`config.mk`:
```
export PLATFORM = sky130hd
export DESIGN_NAME = audio_codec_input
export DESIGN_NICKNAME = d
export VERILOG_FILES = /design/src/rtl/audio_codec_pkg.sv /design/src/rtl/i2s_clock_gen.sv /design/src/rtl/audio_codec_input.sv
export SDC_FILE = /design/constraint.sdc
export NUM_CORES = 1
export LEC_CHECK = 0
export CAP_MARGIN = 5
export CORE_AREA = 2 2 61 106
export CTS_CLUSTER_SIZE = 12
export DETAILED_ROUTE_END_ITERATION = 8
export DIE_AREA = 0 0 63 108
export PLACE_DENSITY = 0.84
export SYNTH_ARGS = -nofsm -noshare
export SYNTH_HDL_FRONTEND = slang
export SYNTH_HIERARCHICAL = 1
export SYNTH_SLANG_ARGS = --single-unit
```
`constraint.sdc`:
```
create_clock -name clk -period 5.4 [get_ports clk]
set_input_delay 0.81 -clock clk [delete_from_list [all_inputs] [get_ports clk]]
set_output_delay 0.81 -clock clk [all_outputs]
set_load 0.02 [all_outputs]
```
`src/rtl/audio_codec_pkg.sv`:
```
// audio_codec_pkg: shared I2S defaults, slot encoding and sample type for the codec paths
package audio_codec_pkg;
   localparam int SAMPLE_BITS = 16;
   localparam int SLOT_BITS   = 32;
   localparam int BCLK_HALF   = 16;
   typedef enum logic [1:0] {IDLE, LEFT, RIGHT} slot_e;
   typedef logic signed [SAMPLE_BITS-1:0] sample_t;
endpackage

```
`src/rtl/i2s_clock_gen.sv`:
```
// i2s_clock_gen: I2S master bit/frame clock generator with edge strobes and bit index
module i2s_clock_gen
   import audio_codec_pkg::*;
#(
   parameter int BCLK_HALF = audio_codec_pkg::BCLK_HALF,
   parameter int SLOT_BITS = audio_codec_pkg::SLOT_BITS
) (
   input  logic                         clk,
   input  logic                         rst_n,
   input  logic                         enable,
   output logic                         bclk,
   output logic                         lrck,
   output logic                         rise_stb,
   output logic                         fall_stb,
   output logic [$clog2(SLOT_BITS)-1:0] bit_idx,
   output slot_e                        slot
);
   localparam int DW = $clog2(BCLK_HALF);
   localparam int BW = $clog2(SLOT_BITS);
   logic [DW-1:0] div;
   logic          wrap;
   logic          last_bit;
   assign wrap     = div == DW'(BCLK_HALF - 1);
   assign last_bit = bit_idx == BW'(SLOT_BITS - 1);
   // strobes are registered: each is high in the first clk cycle after its bclk edge
   always_ff @(posedge clk or negedge rst_n)
      if (!rst_n) begin
         slot <= IDLE; div <= '0; bit_idx <= '0; bclk <= 1'b0; lrck <= 1'b0; rise_stb <= 1'b0; fall_stb <= 1'b0;
      end else if (!enable) begin
         slot <= IDLE; div <= '0; bit_idx <= '0; bclk <= 1'b0; lrck <= 1'b0; rise_stb <= 1'b0; fall_stb <= 1'b0;
      end else begin
         rise_stb <= slot != IDLE && wrap && !bclk;
         fall_stb <= slot != IDLE && wrap && bclk;
         if (slot == IDLE) slot <= LEFT;
         else begin
            div <= wrap ? '0 : div + 1'b1;
            if (wrap) bclk <= !bclk;
            if (wrap && bclk) begin
               bit_idx <= last_bit ? '0 : bit_idx + 1'b1;
               if (last_bit) begin
                  slot <= slot == LEFT ? RIGHT : LEFT;
                  lrck <= !lrck;
               end
            end
         end
      end
endmodule

```
`src/rtl/audio_codec_input.sv`:
```
// audio_codec_input: I2S master receive path delivering left/right ADC sample pairs over valid/ready
module audio_codec_input
   import audio_codec_pkg::*;
#(
   parameter int BCLK_HALF   = audio_codec_pkg::BCLK_HALF,
   parameter int SLOT_BITS   = audio_codec_pkg::SLOT_BITS,
   parameter int SAMPLE_BITS = audio_codec_pkg::SAMPLE_BITS
) (
   input  logic                          clk,
   input  logic                          rst_n,
   input  logic                          enable,
   output logic                          adc_bclk,
   output logic                          adc_lrck,
   input  logic                          adc_data,
   output logic signed [SAMPLE_BITS-1:0] sample_left,
   output logic signed [SAMPLE_BITS-1:0] sample_right,
   output logic                          sample_valid,
   input  logic                          sample_ready,
   output logic                          overrun,
   input  logic                          clear_overrun
);
   localparam int BW = $clog2(SLOT_BITS);
   logic                   rise_stb, fall_stb, din_q;
   logic [BW-1:0]          bit_idx;
   slot_e                  slot;
   logic [SAMPLE_BITS-1:0] shift, shadow, word;
   logic                   cap, last_cap, pair_done;
   i2s_clock_gen #(.BCLK_HALF(BCLK_HALF), .SLOT_BITS(SLOT_BITS)) u_clk (
      .clk(clk), .rst_n(rst_n), .enable(enable), .bclk(adc_bclk), .lrck(adc_lrck),
      .rise_stb(rise_stb), .fall_stb(fall_stb), .bit_idx(bit_idx), .slot(slot)
   );
   assign word      = {shift[SAMPLE_BITS-2:0], din_q};
   assign cap       = rise_stb && bit_idx >= BW'(1) && bit_idx <= BW'(SAMPLE_BITS);
   assign last_cap  = rise_stb && bit_idx == BW'(SAMPLE_BITS);
   assign pair_done = last_cap && slot == RIGHT;
   // bit 0 of each slot is the I2S delay bit; the word starts clean at every slot boundary
   always_ff @(posedge clk or negedge rst_n)
      if (!rst_n) begin
         din_q <= 1'b0; shift <= '0; shadow <= '0; sample_left <= '0; sample_right <= '0;
         sample_valid <= 1'b0; overrun <= 1'b0;
      end else begin
         din_q <= adc_data;
         if (cap) shift <= word;
         else if (fall_stb && bit_idx == '0) shift <= '0;
         if (last_cap && slot == LEFT) shadow <= word;
         if (pair_done && (!sample_valid || sample_ready)) begin
            sample_left  <= shadow;
            sample_right <= word;
            sample_valid <= 1'b1;
         end else if (sample_valid && sample_ready) sample_valid <= 1'b0;
         if (pair_done && sample_valid && !sample_ready) overrun <= 1'b1;
         else if (clear_overrun) overrun <= 1'b0;
      end
endmodule

```
Word level (Yosys, flattened, before mapping)
Index checks and enable logic that the tools add are counted.
{ "word_totals": {"reg_bits": 81, "in_bits": 6} }
{ "classes": {"mux": 27, "n_lt_le_gt_ge": 2, "addsub": 2, "reduce_logical": 29, "n_eq_ne": 11} }
{ "ops": {"columns": ["op", "n"], "rows": [
  ["two-way mux 15 bit", 2],
  ["two-way mux 5 bit", 4],
  ["logical AND 1 bit", 14],
  ["two-way mux 1 bit", 13],
  ["two-way mux 4 bit", 3],
  ["== test 5 bit, second input constant", 2],
  ["two-way mux 2 bit", 5],
  ["nonzero test 2 bit", 4],
  ["!= test 2 x 1 -> 1 bit, second input constant", 3],
  ["!= test 3 x 1 -> 1 bit, second input constant", 2],
  ["AND reduction 2 bit", 3],
  ["adder 5 x 1 -> 5 bit, second input constant", 1],
  ["greater-or-equal comparator 5 x 1 -> 1 bit, second input constant", 1],
  ["<= comparator 5 bit, second input constant", 1],
  ["zero test 5 bit", 1],
  ["adder 4 x 1 -> 4 bit, second input constant", 1],
  ["== test 4 bit, second input constant", 1],
  ["zero test 1 bit", 4],
  ["AND reduction 3 bit", 1],
  ["== test 2 x 1 -> 1 bit, second input constant", 1],
  ["== test 2 bit, second input constant", 1],
  ["zero test 2 bit", 1],
  ["!= test 2 bit, second input constant", 1],
  ["logical OR 1 bit", 1]
]} }

Logic depth before layout (Yosys ltp)
{ "logic_depth": {"ltp_word": 6, "mapped_depth": 6} }

By module
The synthesis kept the hierarchy.
{ "by_module_without_submodules": {"columns": ["module", "area_per_inst_um2", "instances", "cells_each", "seq_area_each_um2"], "rows": [
  ["audio_codec_input", 2666.3, 1, 182, 1651.6],
  ["i2s_clock_gen", 737.0, 1, 70, 375.4]
]} }

Least setup slack after synthesis
Ideal clock, no wire load.
{ "synth_path": {"path_kind": "register to register", "from": "register u_clk.bit_idx[1]", "to": "register sample_right[0]", "path_stages_with_launch": 6, "synth_period_minus_slack_ps": 2119, "path_slack_ps": 3281, "setup_time_ps": 125, "t_arrival_ps": 1994, "path_cell_list": "dfrtp_1 or4_1 buf_4 nor4b_4 buf_6 mux2_2"} }
{ "synth_between": {"elab_chain_len": 4} }
{ "synth_lines": {"columns": ["item", "line_no", "source"], "rows": [
  ["start: declaration", "i2s_clock_gen.sv:15", "output logic [$clog2(SLOT_BITS)-1:0] bit_idx,"],
  ["start signal: assignment", "i2s_clock_gen.sv:39", "bit_idx <= last_bit ? '0 : bit_idx + 1'b1;"],
  ["== test 5 bit", "audio_codec_input.sv:34", "assign last_cap = rise_stb && bit_idx == BW'(SAMPLE_BITS);"],
  ["logical AND 1 bit", "audio_codec_input.sv:34", null],
  ["logical AND 1 bit", "audio_codec_input.sv:35", "assign pair_done = last_cap && slot == RIGHT;"],
  ["logical AND 1 bit", "audio_codec_input.sv:46", "if (pair_done && (!sample_valid || sample_ready)) begin"],
  ["end signal: assignment", "audio_codec_input.sv:48", "sample_right <= word;"],
  ["end: declaration", "audio_codec_input.sv:16", "output logic signed [SAMPLE_BITS-1:0] sample_right,"]
]} }
Every way passes these cells.
A chain may end at the register's enable or synchronous reset.

Worst setup path in the final report
{ "layout_path": {"from": "register u_clk.bit_idx[0]", "to": "register sample_left[6]"} }
{ "layout_between": {"elab_chain_len": 4} }
{ "layout_lines": {"columns": ["item", "line_no", "source"], "rows": [
  ["== test 5 bit", "audio_codec_input.sv:34", null],
  ["logical AND 1 bit", "audio_codec_input.sv:34", null],
  ["logical AND 1 bit", "audio_codec_input.sv:35", null],
  ["logical AND 1 bit", "audio_codec_input.sv:46", null],
  ["end signal: assignment", "audio_codec_input.sv:47", "sample_left <= shadow;"],
  ["end: declaration", "audio_codec_input.sv:15", "output logic signed [SAMPLE_BITS-1:0] sample_left,"]
]} }
Every way passes these cells.

==> metrics.md <==
| Metric | Value |
|---|---|
| GR Overflow Total | `0` |
| Via count | `2,100` |
| Final Cycle Share | `57.73%` |
| Status | `finished, final reports clean` |
| Final hold violations | `0` |
| Setup slack, reg-to-reg | `2.28 ns` |
| Max Fclk | `around 0.32 GHz` |
| Final Instance Area | `between 4000 and 5000 um^2` |
| Share of the synthesized area in the top cell type | `approximately 60%` |
| Slew Viols, Final | `0` |
| Hold Path Cell Cnt | `1` |
| Final setup violation count | `0` |
| Critical Path End Type | `flop` |
| Share of cells above drive strength 1 | `22.90%` |
| Crit path max fanout | `19` |
| Mapped Area | `3403 um^2` |
| Least-Margin Pin Slew | `between 1 and 1.5 ns` |
| Synth warn | `6` |
| Post-synthesis net count | `261` |
| Iter 0 DRT Violations | `95` |
| Peak VDD IR | `between 0.00015 and 0.0002 V` |
| Cell chain of the critical path | `or4_1 > nor4b_4 > buf_4 > mux2_2` |
| Placed cell area | `3821 um^2` |
| Non-filler instance count after layout | `375` |
| Number of synthesized flops with an enable pin | `0` |
| CTS tree | `yes` |
| Post-Syn Instances | `252` |
| First-pass GRT wire length | `9722 um` |
| End of the critical path | `sample_left[6]$_DFFE_PN0P_` |
| Crit path max-delay family | `simple AND/OR/NAND/NOR gates` |
| # DRC | `0` |
| Reg2Reg Depth | `4` |
| RR Startpoint | `u_clk/bit_idx[0]$_DFFE_PN0P_` |
| Tmin final | `3.118 ns` |
| RSZ-0062 raised after global routing | `no` |
| Slew margin rel. | `24.81%` |
| CP required | `5.64 ns` |
| Area delta synth->final | `18.38%` |
| PortBufs | `41` |
| Power density cells | `roughly 270 nW/um^2` |
| Max cap viols | `0` |
| CP Depth | `4` |
| Initial antenna violation count | `0` |
| Die Width | `63 um` |
| Worst Setup Start Kind | `flop` |
| Synth area leaders | `dfrtp_1, mux2_2, mux2i_1` |
| Slowest-stage cell, CP | `nor4b_4` |
| Latest clock arrival within the worst-skew pair | `0.35 ns` |
| Leading cell type in the layout, fill and taps excluded | `dfrtp_1` |
| Largest net degree at the start of global routing | `82` |
| Pre-Repair DR Iteration Count | `4` |
| Hold WC Path Type | `reg2reg` |
| Io pins | `42` |
| Die H | `108 um` |
| Layout Nets | `302` |
| # placed instances | `between 300 and 400` |
| FF-to-FF End | `sample_left[6]$_DFFE_PN0P_` |
| Root buf cell | `clkbuf_8` |
| Post-cts sizing count | `0` |
| Antenna Nets Post-Route | `0` |
| Setup TNS | `0 ns` |
| Hpwl dp | `3956 um` |
| Cell taking the most area after synthesis | `dfrtp_1` |
| Ys flop type | `dfrtp_1` |
| Total clock sinks | `81` |
| FF+latch count, synth | `81` |
| WP data arrival | `about 3.4 ns` |
| Row count | `37` |
| Final hold slack | `around 0.51 ns` |
| Number of H-tree levels | `3` |
| Crit. Startpoint | `u_clk/bit_idx[0]$_DFFE_PN0P_` |
| CP max stage delay | `0.97 ns` |
| Unique masters post-synth | `36` |
| WL/cell | `between 15 and 20 um` |
| Clk slew on worst S/H paths | `0.08 ns` |
| Static leakage | `slightly below 2 nW` |
| Worst setup margin | `2.282 ns` |
| Gr usage total | `18.68%` |
| Core box area | `5879 um^2` |
| Pwr Total | `1.100 mW` |
| Post-synth ARST share | `100.0%` |
| Pre-CTS WS | `2.205 ns` |
| Final WL | `5856 um` |
| Die ar. | `slightly below 7000 um^2` |
| TritonCTS buffer count | `9` |
| Gp weighted congestion | `0.7900` |
| Most frequent cells in the layout | `dfrtp_1, mux2_2, clkdlybuf4s50_1` |
| Crit path buffers/inverters | `1` |
| Core Util, Final | `68.53%` |
| Avg Cell Area, Syn | `roughly 14 um^2` |
| Setup Skew | `between 0.007 and 0.008 ns` |
| Number of diodes | `0` |
| Clock buffer depth | `2` |
| Sequential area share after synthesis | `59.56%` |
| Hold buffers post-CTS | `0` |
| Vias in the first global route | `2,086` |
| Starting Density | `57.88%` |
| Post-CTS Setup Bufs | `0` |
| Vias per inst | `5.600` |
| Crit Path Class | `reg2reg` |
-- synthesized netlist by cell type, types with 2 or more instances --
cell type and number:
or4b_1 2, nand2b_1 4, clkbuf_1 4, a21oi_1 8
o311ai_0 2, or3_1 3, o31ai_1 2, nor3_1 2
or4_1 2, mux2i_1 15, ha_1 3, inv_1 19
dfrtp_1 81, o21ai_0 23, nor2_1 4, xor2_1 2
mux2_2 48, buf_6 6, nand2_1 5
-- layout make-up --
cell class                      instances  area [um^2]
Timing Repair Buffer                   42        415.4
Fill cell                             433         1851
Clock inverter                          6        83.83
Clock buffer                            9        123.9
Sequential cell                        81         2027
Tap cell                               78        97.59
Inverter                               19        71.32
Multi-Input combinational cell        140         1210
-- sequential cells by signal, indices dropped and copies added, names as in the netlist, 2 cells and up --
signal         flops
shift             15
u_clk/div          4
u_clk/bit_idx      5
u_clk/slot         2
sample_left       16
sample_right      16
shadow            16
-- kinds of logic (layout without fill, tap and decap cells) --
| family | Yosys count | after routing | synth area share (%) |
|---|---|---|---|
| mux | 64 | 64 | 20.62 |
| flops | 81 | 81 | 59.56 |
| xor+xnor | 2 | 2 | 0.5148 |
| compound gates | 42 | 42 | 7.206 |
| simple gates | 29 | 29 | 6.103 |
| buf+inv | 31 | 76 | 4.889 |
| fa+ha+maj | 3 | 3 | 1.103 |
-- where the power goes --
group | total [mW] | internal [mW] | switching [mW] | leakage, nW
Sequential | 0.611 | 0.608 | 0.00291 | 1.13
Clock | 0.466 | 0.256 | 0.210 | 0.109
Combinational | 0.0222 | 0.00569 | 0.0165 | 0.714
Total | 1.10 | 0.870 | 0.230 | 1.95
-- layer usage --
layer	GRT usage, %	wire length [um]	share of wire [%]
met5	0	0	0
met4	8.571	106	1.8
met3	5.619	211	3.6
met1	22.11	2327	40
met2	31.23	3211	55
-- worst min-delay path by stage --
stage	end	from	slack, ns
5_1_grt	sample_left[7]$_DFFE_PN0P_	shadow[7]$_DFFE_PN0P_	0.52
6_report	sample_left[7]$_DFFE_PN0P_	shadow[7]$_DFFE_PN0P_	0.51
3_3_place_gp	u_clk/bit_idx[3]$_DFFE_PN0P_	u_clk/bit_idx[3]$_DFFE_PN0P_	0.47
4_1_cts	sample_left[7]$_DFFE_PN0P_	shadow[7]$_DFFE_PN0P_	0.51
2_1_floorplan	u_clk/bit_idx[3]$_DFFE_PN0P_	u_clk/bit_idx[3]$_DFFE_PN0P_	0.45
3_5_place_dp	sample_right[1]$_DFFE_PN0P_	sample_right[1]$_DFFE_PN0P_	0.49
Power figures use the tool's default switching activity.
